<file path="config.mk">
export PLATFORM = sky130hd
export DESIGN_NAME = accum_alu_undo
export DESIGN_NICKNAME = d
export VERILOG_FILES = /design/src/rtl/accum_alu_pkg.sv /design/src/rtl/accum_alu_undo_btn_debounce.sv /design/src/rtl/accum_alu_undo.sv
export SDC_FILE = /design/constraint.sdc
export NUM_CORES = 1
export LEC_CHECK = 0
export CORE_ASPECT_RATIO = 1.1
export CORE_UTILIZATION = 60
export DETAILED_ROUTE_END_ITERATION = 6
export PLACE_DENSITY = 0.85
export SYNTH_ARGS = -nofsm -noshare
export SYNTH_HDL_FRONTEND = slang
export SYNTH_SLANG_ARGS = --single-unit
export TNS_END_PERCENT = 30
</file>
<file path="constraint.sdc">
create_clock -name clock -period 4.3 [get_ports clock]
set_clock_uncertainty 0.15 [all_clocks]
set_input_delay 1.29 -clock clock [delete_from_list [all_inputs] [get_ports clock]]
set_output_delay 1.29 -clock clock [all_outputs]
set_load 0.05 [all_outputs]
</file>
<file path="src/rtl/accum_alu_pkg.sv">
// Shared op encodings and the combinational ALU used by the accumulator tile.
// The ALU works on a fixed 32-bit datapath and masks the result to the caller's width.
package accum_alu_pkg;

   localparam int ALU_MAX_W = 32;

   typedef enum logic [2:0] {
      OP_ADD  = 3'b000,
      OP_SUB  = 3'b001,
      OP_XOR  = 3'b010,
      OP_SHL  = 3'b011,
      OP_SHR  = 3'b100,
      OP_AND  = 3'b101,
      OP_OR   = 3'b110,
      OP_LOAD = 3'b111
   } op_e;

   // Returns {ovf, result}; operands must already be zero-extended and below 2**width.
   function automatic logic [ALU_MAX_W:0] alu_apply(
      input logic [ALU_MAX_W-1:0] acc,
      input logic [ALU_MAX_W-1:0] b,
      input op_e                  op,
      input logic                 sat,
      input logic [5:0]           width
   );
      logic [ALU_MAX_W:0]   w_full;
      logic [ALU_MAX_W:0]   w_sum;
      logic [ALU_MAX_W-1:0] w_mask;
      logic [ALU_MAX_W-1:0] w_res;
      logic [ALU_MAX_W-1:0] w_wid;
      logic                 w_ovf;
      w_full = ((ALU_MAX_W+1)'(1) << width) - (ALU_MAX_W+1)'(1);
      w_mask = w_full[ALU_MAX_W-1:0];
      w_wid  = ALU_MAX_W'(width);
      w_sum  = {1'b0, acc} + {1'b0, b};
      w_res  = '0;
      w_ovf  = 1'b0;
      case (op)
         OP_ADD: begin
            w_ovf = w_sum[width];
            w_res = (w_ovf && sat) ? w_mask : (w_sum[ALU_MAX_W-1:0] & w_mask);
         end
         OP_SUB: begin
            w_ovf = (b > acc);
            w_res = (w_ovf && sat) ? '0 : ((acc - b) & w_mask);
         end
         OP_XOR:  w_res = acc ^ b;
         OP_SHL:  w_res = (b >= w_wid) ? '0 : ((acc << b) & w_mask);
         OP_SHR:  w_res = (b >= w_wid) ? '0 : (acc >> b);
         OP_AND:  w_res = acc & b;
         OP_OR:   w_res = acc | b;
         default: w_res = b;
      endcase
      return {w_ovf, w_res};
   endfunction

endpackage

</file>
<file path="src/rtl/accum_alu_undo_btn_debounce.sv">
// Raw push-button conditioner: 2-FF synchroniser, stability counter, registered press pulse.
// DEB_CYC = 0 bypasses the counter and treats the synchronised level as stable.
module btn_debounce #(
   parameter int DEB_CYC = 4
) (
   input  logic clock,
   input  logic reset,
   input  logic i_btn,
   output logic o_fire
);

   logic r_sync1;
   logic r_sync2;
   logic r_prev;
   logic r_fire;
   logic w_stable;

   always_ff @(posedge clock) begin
      if (reset) begin
         r_sync1 <= 1'b0;
         r_sync2 <= 1'b0;
         r_prev  <= 1'b0;
         r_fire  <= 1'b0;
      end else begin
         r_sync1 <= i_btn;
         r_sync2 <= r_sync1;
         r_prev  <= w_stable;
         r_fire  <= w_stable & ~r_prev;
      end
   end

   generate
      if (DEB_CYC == 0) begin : g_nodeb
         assign w_stable = r_sync2;
      end else begin : g_deb
         localparam int CNT_W = $clog2(DEB_CYC + 1);
         logic [CNT_W-1:0] r_cnt;
         logic             r_stable;
         // The flip lands on the DEB_CYC-th consecutive mismatching cycle.
         always_ff @(posedge clock) begin
            if (reset) begin
               r_cnt    <= '0;
               r_stable <= 1'b0;
            end else if (r_sync2 == r_stable) begin
               r_cnt <= '0;
            end else if (r_cnt == CNT_W'(DEB_CYC - 1)) begin
               r_cnt    <= '0;
               r_stable <= r_sync2;
            end else begin
               r_cnt <= r_cnt + CNT_W'(1);
            end
         end
         assign w_stable = r_stable;
      end
   endgenerate

   assign o_fire = r_fire;

endmodule

</file>
<file path="src/rtl/accum_alu_undo.sv">
// Button-driven accumulator ALU with a circular undo history of previous acc values.
// ACC_W is limited to the 32-bit ALU datapath in accum_alu_pkg.
module accum_alu_undo
   import accum_alu_pkg::*;
#(
   parameter int ACC_W   = 8,
   parameter int OPD_W   = 3,
   parameter int DEPTH   = 4,
   parameter int DEB_CYC = 4
) (
   input  logic                         clock,
   input  logic                         reset,
   input  logic                         go,
   input  logic                         undo,
   input  logic [OPD_W-1:0]             operand,
   input  logic [2:0]                   op,
   input  logic                         sat_en,
   output logic [ACC_W-1:0]             acc,
   output logic                         ovf,
   output logic [$clog2(DEPTH+1)-1:0]   hist_cnt
);

   localparam int PTR_W = (DEPTH > 1) ? $clog2(DEPTH) : 1;
   localparam int CNT_W = $clog2(DEPTH + 1);

   logic                 w_go_fire;
   logic                 w_undo_fire;
   logic [ALU_MAX_W:0]   w_alu;
   logic [ACC_W-1:0]     w_res;
   logic                 w_ovf;

   logic [ACC_W-1:0]     r_acc;
   logic                 r_ovf;
   logic [CNT_W-1:0]     r_cnt;
   logic [PTR_W-1:0]     r_head;
   logic [PTR_W-1:0]     w_head_nxt;
   logic [PTR_W-1:0]     w_head_prv;
   logic [ACC_W-1:0]     r_hist [DEPTH];

   btn_debounce #(.DEB_CYC(DEB_CYC)) u_go_btn (
      .clock  (clock),
      .reset  (reset),
      .i_btn  (go),
      .o_fire (w_go_fire)
   );

   btn_debounce #(.DEB_CYC(DEB_CYC)) u_undo_btn (
      .clock  (clock),
      .reset  (reset),
      .i_btn  (undo),
      .o_fire (w_undo_fire)
   );

   assign w_alu = alu_apply(ALU_MAX_W'(r_acc), ALU_MAX_W'(operand), op_e'(op), sat_en, 6'(ACC_W));
   assign w_res = w_alu[ACC_W-1:0];
   assign w_ovf = w_alu[ALU_MAX_W];

   generate
      if (ACC_W < ALU_MAX_W) begin : g_hi
         logic w_unused_hi;
         assign w_unused_hi = &{1'b0, w_alu[ALU_MAX_W-1:ACC_W]};
      end
   endgenerate

   // r_head is the next slot to write; the newest entry sits just behind it.
   assign w_head_nxt = (r_head == PTR_W'(DEPTH - 1)) ? '0 : r_head + PTR_W'(1);
   assign w_head_prv = (r_head == '0) ? PTR_W'(DEPTH - 1) : r_head - PTR_W'(1);

   always_ff @(posedge clock) begin
      if (reset) begin
         r_acc  <= '0;
         r_ovf  <= 1'b0;
         r_cnt  <= '0;
         r_head <= '0;
         for (int i = 0; i < DEPTH; i++) r_hist[i] <= '0;
      end else if (w_undo_fire) begin
         // A simultaneous go press is dropped, not queued.
         if (r_cnt != '0) begin
            r_acc  <= r_hist[w_head_prv];
            r_head <= w_head_prv;
            r_cnt  <= r_cnt - CNT_W'(1);
            r_ovf  <= 1'b0;
         end
      end else if (w_go_fire) begin
         r_hist[r_head] <= r_acc;
         r_head         <= w_head_nxt;
         if (r_cnt != CNT_W'(DEPTH)) r_cnt <= r_cnt + CNT_W'(1);
         r_acc <= w_res;
         r_ovf <= w_ovf;
      end
   end

   assign acc      = r_acc;
   assign ovf      = r_ovf;
   assign hist_cnt = r_cnt;

endmodule

</file>
; ---- Word level (Yosys, flattened, before mapping)
; Memory sizes are Yosys's and may differ from the RTL's.
; Cells that the tools add are included.
[op_classes]
addsub = 8
magnitude_cmp = 1
n_eq_ne = 13
shift = 2
n_mux = 28
bitwise_logic = 9
n_reduce_logical = 14
[op_table]
columns = op, n
row1 = $pmux 8 s7, 1
row2 = $mux 8, 6
row3 = $eq 3x2->1 const B, 4
row4 = $mux 2, 6
row5 = $mux 3, 4
row6 = $mux 1, 10
row7 = $add 3x1->3 const B, 3
row8 = $add 8x3->9, 1
row9 = $eq 3x3->1 const B, 3
row10 = $and 8x3->8, 1
row11 = $gt 3x8->1, 1
row12 = $or 8x3->8, 1
row13 = $reduce_or 8->1, 1
row14 = $shl 8x3->8, 1
row15 = $shr 8x3->8, 1
row16 = $sub 8x3->8, 1
row17 = $xor 8x3->8, 1
row18 = $reduce_and 2->1, 3
row19 = $reduce_or 3->1, 2
row20 = $not 1->1, 4
row21 = $reduce_bool 2->1, 2
row22 = $eq 3x1->1 const B, 1
row23 = $logic_not 3->1, 1
row24 = $ne 3x3->1 const B, 1
row25 = 12 further kinds, 15
[totals]
register_bits = 30
ramBits = 32
inputBits = 11
output_inout_bits = 12
wordCells = 92
memories = 1
[memory_table]
columns = memory, words, word_bits, rd, rd_ports_with_merged_regs, write_ports, line
row1 = r_hist, 4, 8, 1, 0, 4, accum_alu_undo.sv:38  ; logic [ACC_W-1:0] r_hist [DEPTH];

; ---- Depth between registers and ports, before layout
[depth]
depth_word = 6
mapped_depth = 10
mapped_depth_nobuf = 9

; ---- Hierarchy
; A second synthesis with hierarchy kept.
[unflattened]
hier_cells = 387
hier_area_um2 = 4125.2
[by_module_without_submodules]
columns = mod, n_inst, cells_each, area_each_um2, seq_area_each_um2
row1 = accum_alu_undo, 1, 345, 3592.2, 1241.2
row2 = btn_debounce, 2, 21, 266.5, 160.2

; ---- Least setup slack after synthesis
; Ideal clock, no wire load.
[synth_path]
path_type = input port to flip-flop
start = input port operand[1]
end = register r_acc[1], in the netlist acc[1]
setup_time_ps = 127
t_arrival_ps = 3326
required_time_ps = 4023
path_slack_ps = 697
cell_stages = 10
n_path_buf = 3
cell_sequence = clkbuf_2 -> buf_2 -> buf_2 -> inv_1 -> fa_1 -> nand2b_1 -> nand4_1 -> and2_1 -> a2111oi_0 -> o21ai_1
[synth_between]
elab_chain_cells = 6
word_cells_on_any_way = 15
cone_classes = add/sub (2) / order compare (1) / shift (2) / mux (5) / bitwise (3) / reduce/logical (2)
[synth_rtl]
columns = item, line
row1 = start: declaration, accum_alu_undo.sv:15  ; input logic [OPD_W-1:0] operand,
row2 = $add 8x3->9 or $gt 3x8->1 (tied branches), "accum_alu_pkg.sv:35, accum_alu_pkg.sv:44"
row3 = $logic_and 1x1->1 (on tied branches), "accum_alu_pkg.sv:41, accum_alu_pkg.sv:45"
row4 = $mux 8 (on tied branches), "accum_alu_pkg.sv:41, accum_alu_pkg.sv:45"
row5 = $pmux 8 s7 (*), accum_alu_pkg.sv:38  ; case (op)
row6 = $mux 8 (*), accum_alu_undo.sv:84  ; end else if (w_go_fire) begin
row7 = $mux 8 (*), accum_alu_undo.sv:76  ; end else if (w_undo_fire) begin
row8 = end signal: assignment, accum_alu_undo.sv:79  ; r_acc <= r_hist[w_head_prv];
row9 = end signal: assignment, accum_alu_undo.sv:88  ; r_acc <= w_res;
row10 = end: declaration, accum_alu_undo.sv:32  ; logic [ACC_W-1:0] r_acc;
; Mark *: on every way between the ends. The rest lies on a longest branch, timed or not. The select of a mux whose other input is x is not followed.
; A chain may end at the register's enable or synchronous reset.

; ---- Final worst setup path
[layout_path]
start = input port operand[0]
end = register r_acc[1], in the netlist acc[1]
; Same word-level chain as after synthesis.

==> reports/metrics.cfg <==
[status]
status = completed

[setup_path]
cp-start-kind = primary input
r2r_cells = 7
worstSetupEndpointType = register
crit_type = in2reg
required_ps = 4370
worstPathArrival_ps = 3690
cp_max_fo = 6
path_cells = clkdlybuf4s50_1, ha_1, fa_1, a21oi_1, nor3_1, o21a_1, a2111oi_0, o21ai_1
slowest_delay_ps = 470
cp_slowest_cell = clkdlybuf4s50_1

[synthesis]
synth.distinct_cells = 72
ys.flop_type = edfxtp_1
avgSynthCellArea_um2 = 10.3
yosysSeqAreaShare_pct = 38.2
synthCells = 397
synthTopCellsByArea = edfxtp_1 (24%), dfxtp_1 (15%), mux4_2 (6.1%)
synth.top_cell.area_share_pct = 23.5
ys_warn_count = 0
synth_area_um2 = 4090
synth_edf_count = 32
syn_nets = 427
synth_area_leader_cell = edfxtp_1
synth_async_sr_flop_share_pct = 0
ys_seq_elements = 62

[power]
ir_drop_v = 0.000269
leakage_nw = 1.71
power_density_nw_per_um2 = 269

[sta]
finalMaxSlewViolations = 0
setup_viol = 0
max_slew_margin_pct = 49.6
rsz0062_at_grt = no
hold_viol_final = 0
layout_min_cycle_time_ps = 3620
max_freq_mhz = 277
fin_crit_sh_pct = 84.1
worst_pin_slew_ps = 754
tns_ps = 0
hold_slack_ps = 233

[floorplan]
die_area_um2 = 7150
dieHeight_um = 88.6
initial_core_util_pct = 62.0
chipWidth_um = 80.7
pin_count = 23
num_rows = 31
core_um2 = 6590

[routing]
drtIter0Drc = 389
firstDrtPassIters = 5
wirelength_um = 10800
num_vias = 3374
via_per_inst = 6.72
ant_nets = 0
wire_per_inst_um = 21.5
route.detailed.drc = 0

[final_layout]
antenna_cells = 0
drive_gt1_share_pct = 13.6
area_growth_pct = 12.1
layout.nets = 445
nFillCells = 496

[clock_network]
cts.path.max_buffers = 2
root_buffer = clkbuf_8
cts_made_buffers = 9
cts_resized = 0
path_clk_slew_ps = 70
clock_sinks = 62
cts_hold_buf = 0
post-cts-setup-buffers = 0
htree_levels = 3
cts_tree = done
clk_latency_ps = 340

[global_route]
grt_max_degree = 31
gr-total-overflow = 0
grt_pass1_wl_um = 17000
antenna_found_initial = 0
grt_usage_pct = 33.0
grt_pass1_vias = 3230

[place]
port_buffers = 22
routabilityCongestion = 0.979
hpwl_um = 7430

[flow_run]
max_cap_violations = 0

[min_path]
holdPathStages = 1
hp-class = reg2reg

-- metal layers --
layer / share of wire [%] / global-route usage [%] / up-vias / wire length, um
li1: - / - / 1520 / -
met1: 37 / 41.2 / 1575 / 4030
met2: 48 / 52.1 / 219 / 5210
met3: 9.1 / 7.73 / 60 / 983
met4: 5.4 / 20.1 / 0 / 585
met5: 0 / 0 / - / 0
-- synthesized netlist by cell type, types with 4 or more instances --
library cell,n
and3_1,5
o31ai_1,4
xnor2_1,6
a211oi_1,4
nor2b_1,11
mux4_1,7
xor2_1,5
dfxtp_1,30
nand3_1,11
ha_1,16
a221oi_1,4
clkbuf_1,16
or2_2,4
inv_1,21
mux2i_1,10
nand2_1,20
buf_2,10
a21oi_1,10
nor4_1,4
and2_1,27
a31oi_1,4
or3_1,5
edfxtp_1,32
o22ai_1,4
o21ai_0,15
nor3b_1,5
nand2b_1,6
nor3_1,10
nor2_1,23
mux4_2,11
-- registers in the layout (all words and copies together), names as in the netlist, 2 cells and up --
name	count
acc	8
hist_cnt	3
r_head	2
r_hist	32
u_go_btn.g_deb.r_cnt	3
u_undo_btn.g_deb.r_cnt	3
-- power breakdown --
| group | internal, mW | leakage (nW) | total (mW) | switching (mW) |
|---|---|---|---|---|
| registers | 0.633 | 0.573 | 0.637 | 0.00396 |
| logic | 0.0377 | 1.03 | 0.0963 | 0.0587 |
| clock network | 0.276 | 0.102 | 0.499 | 0.223 |
-- metrics by stage --
step / instance area [um^2] / power (mW) / worst slack (ps) / util (%) / std cells
final: 4580 / 1.23 / 684 / 69.4 / 502
after global routing: 4580 / 1.27 / 610 / 69.4 / 502
after CTS: 4580 / 1.23 / 733 / 69.4 / 502
after detailed placement: 4380 / 0.744 / 375 / 66.5 / 486
after global placement: 4380 / 0.741 / 421 / 66.5 / 486
after floorplan: 4090 / 0.708 / 697 / - / 397
-- worst paths after layout --
path	start	to	slack, ps
min reg2reg	u_go_btn.r_prev	u_go_btn.o_fire	230
min	u_go_btn.r_prev	u_go_btn.o_fire	230
max reg2reg	acc[2]	acc[1]	1490
max	operand[0]	acc[1]	680
-- worst max-delay path: cells and delay by family --
kind | cells | cell delay [ps]
simple gates | 1 | 130
fa+ha+maj | 2 | 690
buf+inv | 1 | 470
compound gates | 4 | 1100
-- logic make-up (layout without fill, tap and decap cells) --
group	count (synthesis)	after routing	share of synthesized area (%)
mux	29	29	13.3
fa+ha+maj	19	19	6.37
xor+xnor	11	11	2.36
flops	62	62	38.2
compound gates	80	80	14.3
buf+inv	51	74	5.30
simple gates	145	145	20.2
-- layout make-up --
cell class                 instances  area, um^2  share of cell area [%]
sequential                        62        1560                    34.1
multi-input combinational        284        2310                    50.4
clock inverter                     2        11.3                   0.246
clock buffer                      14         184                    4.02
tap                               82         103                    2.24
timing repair buffer              37         333                    7.27
inverter                          21        78.8                    1.72
-- placed cells by master, fill, tap and decap left out, types with 3 or more instances in the layout --
| cell type | count |
|---|---|
| nor2_1 | 23 |
| a221oi_1 | 4 |
| mux4_1 | 7 |
| o31ai_1 | 4 |
| fa_1 | 3 |
| mux4_2 | 11 |
| mux2i_1 | 10 |
| clkbuf_8 | 11 |
| nor4_1 | 4 |
| nor2b_1 | 11 |
| a22oi_1 | 3 |
| nand4_1 | 3 |
| or2_2 | 4 |
| xor2_1 | 5 |
| or3_1 | 5 |
| ha_1 | 16 |
| a211oi_1 | 4 |
| xnor2_1 | 6 |
| a31oi_1 | 4 |
| nor3_1 | 10 |
| and3_1 | 5 |
| o221a_2 | 3 |
| dfxtp_1 | 30 |
| inv_1 | 21 |
| a21oi_1 | 10 |
| a21o_1 | 3 |
| buf_4 | 15 |
| edfxtp_1 | 32 |
| nand2_1 | 20 |
| nand3_1 | 11 |
| o21ai_0 | 15 |
| clkdlybuf4s50_1 | 22 |
| nor3b_1 | 5 |
| and2_1 | 27 |
| o22ai_1 | 4 |
| nand2b_1 | 6 |
(Power assumes the default switching activity.)
